File: src/rtl/burst_mode_framer.sv
// burst_mode_framer
//   Upstream burst-mode transmitter for a 32-bit datapath. Each burst is
//   built as: ON_WORDS idle words (laser settling), PREAMBLE_WORDS preamble
//   words, one syncword, the payload words pulled through a valid/ready
//   handshake, then TAIL_WORDS idle words. The total burst length is fixed
//   by the latched length, so a missing payload word does not shorten it.
//
// Ports
//   in_clock      datapath clock, one word per cycle
//   rst           synchronous reset, active-low
//   in_start      burst request, sampled only in IDLE
//   in_length     payload length in words (latched on accepted start)
//   in_preamble   preamble word (latched on accepted start)
//   in_syncword   syncword (latched on accepted start, sent unmodified)
//   in_data       payload word
//   in_data_valid payload word valid
//   in_data_ready payload word accepted this cycle (state-only, no valid path)
//   out_data      registered transmit word
//   out_burst_en  registered laser/burst enable
//   out_sof       one-cycle flag aligned with the syncword on out_data
//   out_busy      high whenever the FSM is not in IDLE
//   out_done      one-cycle pulse aligned with the last tail word
//   out_underrun  sticky payload-underrun flag, cleared on the next start
module burst_mode_framer #(
  parameter int ON_WORDS       = 4,
  parameter int PREAMBLE_WORDS = 8,
  parameter int TAIL_WORDS     = 2,
  parameter int LEN_WIDTH      = 16
) (
  input  logic                 in_clock,
  input  logic                 rst,
  input  logic                 in_start,
  input  logic [LEN_WIDTH-1:0] in_length,
  input  logic [31:0]          in_preamble,
  input  logic [31:0]          in_syncword,
  input  logic [31:0]          in_data,
  input  logic                 in_data_valid,
  output logic                 in_data_ready,
  output logic [31:0]          out_data,
  output logic                 out_burst_en,
  output logic                 out_sof,
  output logic                 out_busy,
  output logic                 out_done,
  output logic                 out_underrun
);

  // One shared down-counter: wide enough for the 8-bit phase counts and
  // for the payload length.
  localparam int CW = (LEN_WIDTH > 8) ? LEN_WIDTH : 8;

  localparam logic [CW-1:0] ON_CNT   = CW'(ON_WORDS);
  localparam logic [CW-1:0] PRE_CNT  = CW'(PREAMBLE_WORDS);
  localparam logic [CW-1:0] TAIL_CNT = CW'(TAIL_WORDS);
  localparam logic [CW-1:0] ONE_CNT  = CW'(1);

  typedef enum logic [2:0] {
    S_IDLE,
    S_LASER_ON,
    S_PREAMBLE,
    S_SYNC,
    S_PAYLOAD,
    S_TAIL
  } state_t;

  state_t                 state_reg, state_next;
  logic [CW-1:0]          cnt_reg, cnt_next;
  logic [LEN_WIDTH-1:0]   length_reg, length_next;
  logic [31:0]            preamble_reg, preamble_next;
  logic [31:0]            sync_reg, sync_next;
  logic [31:0]            data_reg, data_next;
  logic                   burst_en_reg, burst_en_next;
  logic                   sof_reg, sof_next;
  logic                   busy_reg, busy_next;
  logic                   done_reg, done_next;
  logic                   underrun_reg, underrun_next;

  // Ready depends on state only so the upstream source never sees a
  // combinational loop through its own valid.
  assign in_data_ready = (state_reg == S_PAYLOAD) & rst;

  assign out_data     = data_reg;
  assign out_burst_en = burst_en_reg;
  assign out_sof      = sof_reg;
  assign out_busy     = busy_reg;
  assign out_done     = done_reg;
  assign out_underrun = underrun_reg;

  always_ff @(posedge in_clock) begin
    if (!rst) begin
      state_reg    <= S_IDLE;
      cnt_reg      <= '0;
      length_reg   <= '0;
      preamble_reg <= '0;
      sync_reg     <= '0;
      data_reg     <= '0;
      burst_en_reg <= 1'b0;
      sof_reg      <= 1'b0;
      busy_reg     <= 1'b0;
      done_reg     <= 1'b0;
      underrun_reg <= 1'b0;
    end else begin
      state_reg    <= state_next;
      cnt_reg      <= cnt_next;
      length_reg   <= length_next;
      preamble_reg <= preamble_next;
      sync_reg     <= sync_next;
      data_reg     <= data_next;
      burst_en_reg <= burst_en_next;
      sof_reg      <= sof_next;
      busy_reg     <= busy_next;
      done_reg     <= done_next;
      underrun_reg <= underrun_next;
    end
  end

  // Next-state and output word. The word/enable computed here belong to the
  // current state and appear on the outputs one cycle later; this is what
  // lines out_done up with the last tail word.
  always_comb begin
    state_next    = state_reg;
    cnt_next      = cnt_reg;
    length_next   = length_reg;
    preamble_next = preamble_reg;
    sync_next     = sync_reg;
    data_next     = '0;
    burst_en_next = 1'b0;
    sof_next      = 1'b0;
    done_next     = 1'b0;
    underrun_next = underrun_reg;

    case (state_reg)
      S_IDLE: begin
        if (in_start) begin
          length_next   = in_length;
          preamble_next = in_preamble;
          sync_next     = in_syncword;
          underrun_next = 1'b0;
          state_next    = S_LASER_ON;
          cnt_next      = ON_CNT;
        end
      end

      S_LASER_ON: begin
        burst_en_next = 1'b1;
        if (cnt_reg == ONE_CNT) begin
          state_next = S_PREAMBLE;
          cnt_next   = PRE_CNT;
        end else begin
          cnt_next = cnt_reg - ONE_CNT;
        end
      end

      S_PREAMBLE: begin
        burst_en_next = 1'b1;
        data_next     = preamble_reg;
        if (cnt_reg == ONE_CNT) begin
          state_next = S_SYNC;
          cnt_next   = ONE_CNT;
        end else begin
          cnt_next = cnt_reg - ONE_CNT;
        end
      end

      S_SYNC: begin
        burst_en_next = 1'b1;
        data_next     = sync_reg;
        sof_next      = 1'b1;
        // Zero-length bursts skip the payload phase entirely.
        if (length_reg == '0) begin
          state_next = S_TAIL;
          cnt_next   = TAIL_CNT;
        end else begin
          state_next = S_PAYLOAD;
          cnt_next   = CW'(length_reg);
        end
      end

      S_PAYLOAD: begin
        burst_en_next = 1'b1;
        // A missing word is replaced by zero; the counter still advances so
        // the burst keeps its slot length.
        if (in_data_valid) begin
          data_next = in_data;
        end else begin
          underrun_next = 1'b1;
        end
        if (cnt_reg == ONE_CNT) begin
          state_next = S_TAIL;
          cnt_next   = TAIL_CNT;
        end else begin
          cnt_next = cnt_reg - ONE_CNT;
        end
      end

      S_TAIL: begin
        burst_en_next = 1'b1;
        if (cnt_reg == ONE_CNT) begin
          state_next = S_IDLE;
          cnt_next   = '0;
          done_next  = 1'b1;
        end else begin
          cnt_next = cnt_reg - ONE_CNT;
        end
      end

      default: begin
        state_next = S_IDLE;
        cnt_next   = '0;
      end
    endcase
  end

  // Busy is registered together with the state register.
  assign busy_next = (state_next != S_IDLE);

endmodule

File: config.mk
export PLATFORM = sky130hd
export DESIGN_NAME = burst_mode_framer
export DESIGN_NICKNAME = d
export VERILOG_FILES = /design/src/rtl/burst_mode_framer.sv
export SDC_FILE = /design/constraint.sdc
export NUM_CORES = 1
export LEC_CHECK = 0
export CORE_MARGIN = 1
export CORE_UTILIZATION = 43
export DETAILED_ROUTE_END_ITERATION = 10
export HOLD_SLACK_MARGIN = 0.1
export PLACE_DENSITY = 0.76
export SLEW_MARGIN = 20
export SYNTH_ARGS = -nofsm -noshare
export SYNTH_HDL_FRONTEND = slang
export SYNTH_SLANG_ARGS = --single-unit
File: constraint.sdc
create_clock -name in_clock -period 1.85 [get_ports in_clock]
set_input_delay 0.555 -clock in_clock [delete_from_list [all_inputs] [get_ports in_clock]]
set_output_delay 0.555 -clock in_clock [all_outputs]
set_load 0.02 [all_outputs]
==> reports/qor.yml <==
clock_sinks: 136
hold_viol: 0
cts_hold_buffers: 0
n_fill_cell: 961
dp_cells: 961
finalWirelength_um: 16300
synth_top_cell_by_area: "dfxtp_1"
synth_ff_type: "dfxtp_1"
cp-start-kind: "flip-flop"
gp_congestion: 0.862
yosys_warnings: 0
io_pins: 154
synth_cells: 646
yosysTopAreaCellShare_pct: 51.0
finalSetupViolCount: 1
setup_slack_ps: -5.48
grt_pass1_wl_um: 25800
p_int_mw: 6.38
post_dp_cell_area_mm2: 0.00733
status: "finished with violations"
crit_arrival_ps: 2120
synth-seq-area-share_pct: 51.0
h-tree-depth: 4
drtPass1Iterations: 9
ys_seq_elements: 136
hold_path_class: "reg2reg"
cts_root_buffer: "clkbuf_16"
coreArea_mm2: 0.0121
grt_max_degree: 97
path_class: "reg2reg"
routed-via-count: 5429
drive_gt1_share_pct: 13.4
slew_violations: 0
rsz0062_at_grt: "yes"
finalCriticalPeriod_ps: 1860
dieArea_mm2: 0.0129
fmax_mhz: 539
routedWlPerCell_um: 16.4
avgSynthCellArea_um2: 8.26
place_ws_ps: -515
final_cells: 996
endpoint: "cnt_reg[0]$_SDFFE_PN0P_"
required_ps: 2120
synthTopCellsByArea: "dfxtp_1, nand2_1, a21oi_1"
die_h_um: 113
io_buffers: 153
p_leak_nw: 3.13
ys_types: 46
clk_pin_slew_ps: 60
rows: 40
powerDensity_mw_per_mm2: 1130
dr.first_iter.drc_count: 620
critPathMaxFanout: 3
startpoint: "cnt_reg[10]$_SDFFE_PN0P_"
grt_use_total_pct: 25.7
swShare_pct: 29.3
slew_headroom_pct: 32.0
clkPwrFrac_pct: 38.5
cts_buffers: 17
insertedDiodeCount: 0
p_sw_mw: 2.65
synthArstFlopShare_pct: 0
violations: "setup timing"
ff2ff_path_depth: 6
ir_drop_uv: 676
final_util_pct: 66.1
finalNetCount: 933
clk_latency_ps: 420
viasPerCell: 5.45
seqCellArea_mm2: 0.00273
gr-total-overflow: 0
area_growth_pct: 49.4
start_util_pct: 44.3
period_share_pct: 100
cts_tree: "done"
end_kind: "flip-flop"
skew_ps: 10.7
fin_area_mm2: 0.00798
synthesis.nets: 764
reg2reg_slack_ps: -5
ctsLongestPathBuffers: 2
antenna_found_initial: 0
multi_input_area_mm2: 0.00248
p_seq_share_pct: 37.6
dp_hpwl_um: 10800
cap_violations: 0
synthesis.area_mm2: 0.00534
rr_startpoint: "cnt_reg[10]$_SDFFE_PN0P_"
comb_power_share_pct: 23.9
drc_errors: 0
r2r-end: "cnt_reg[0]$_SDFFE_PN0P_"
synth_edf_count: 0
tightest_slew_ps: 1020
antenna_left: 0
total_power_mw: 9.02
grt_pass1_vias: 5325
die_w_um: 113
## what timing repair did
item                       4_1_cts  5_1_grt
pin swaps                        1        6
hold endpoints to repair         0        0
setup endpoints to repair       50       13
setup buffers                    0        3
gates resized for setup         50       14
## routing by layer
metal  up-vias  track usage [%]  wire length (um)
met5         -                0                 0
met4         0             12.5               516
met3        40             7.44              1110
met1      2559             30.3              6790
li1       2594                -                 -
met2       236             43.1              7880
## cell usage in the layout (no fill, tap or decap), types with 3 or more instances in the layout
cell type        instances
a222oi_1                34
dfxtp_1                130
nor2_2                   3
clkdlybuf4s50_1        114
buf_12                   7
nor3_1                   4
nor3b_1                  3
buf_4                   39
nand2b_1                 6
clkbuf_16               17
nand4_1                  5
xnor2_1                  7
inv_6                    5
a31oi_1                  3
o21ai_1                  3
nor4_2                   3
nor4_1                   4
nand2_1                179
a21oi_1                 95
inv_2                    3
clkinv_4                 4
o21ai_0                  6
dlygate4sd2_1           38
a22oi_1                  9
nand3_1                  6
dfxtp_2                  6
nor2_1                  48
## power groups by stage
stage | combinational (mW) | sequential, mW | clock, mW
final | 2.16 | 3.39 | 3.48
after global routing | 2.35 | 3.42 | 3.66
after CTS | 2.05 | 3.38 | 3.51
after detailed placement | 2.00 | 3.43 | 0
after global placement | 1.95 | 3.42 | 0
after floorplan | 1.15 | 3.41 | 0
## logic make-up after synthesis
| logic type | count (synthesis) | synth area share, % |
|---|---|---|
| buffers and inverters | 55 | 4.08 |
| flip-flops | 136 | 51.0 |
| adder cells (fa/ha/maj) | 2 | 0.469 |
| multiplexers | 3 | 0.633 |
| XOR/XNOR | 8 | 1.31 |
| AO/OA/AOI/OAI | 159 | 19.2 |
| AND/OR/NAND/NOR | 283 | 23.3 |
## per-stage QoR
step	setup TNS [ps]	hold slack, ps
finish	-5.48	455
floorplan	0	436
global placement	-26100	441
global route	-151	471
CTS	-0.0835	454
detailed placement	-27560	446
## final cells by class
type,instances,area share [%]
Multi-Input combinational cell,455,31.1
Clock buffer,19,5.68
Tap cell,168,2.64
Clock inverter,13,1.98
Timing Repair Buffer,200,24.2
Inverter,5,0.235
Sequential cell,136,34.2
## worst min path at each step
stage	cells after the start	end	slack, ps	from
floorplan	2	sync_reg[0]$_SDFFE_PN0P_	440	sync_reg[0]$_SDFFE_PN0P_
global placement	2	sync_reg[20]$_SDFFE_PN0P_	440	sync_reg[20]$_SDFFE_PN0P_
detailed placement	2	sync_reg[2]$_SDFFE_PN0P_	450	sync_reg[2]$_SDFFE_PN0P_
CTS	2	sync_reg[2]$_SDFFE_PN0P_	450	sync_reg[2]$_SDFFE_PN0P_
global route	2	sync_reg[2]$_SDFFE_PN0P_	470	sync_reg[2]$_SDFFE_PN0P_
finish	2	sync_reg[2]$_SDFFE_PN0P_	450	sync_reg[2]$_SDFFE_PN0P_
## cells in the mapped netlist, drive strengths merged, types with 6 or more instances
master	n
nand2	180
dfxtp	136
a21oi	95
nor2	53
clkbuf	42
a222oi	34
a22oi	9
nor4	9
o21ai	9
buf	8
xnor2	7
nand2b	6
nand3	6
## critical path, stage by stage (launching register included)
cell      delay [ps]
dfxtp_2          330
nor4_4           320
buf_4            170
and4_4           220
mux2_4           300
a222oi_1         290
nor2_1            60
Power figures use the tool's default switching activity.
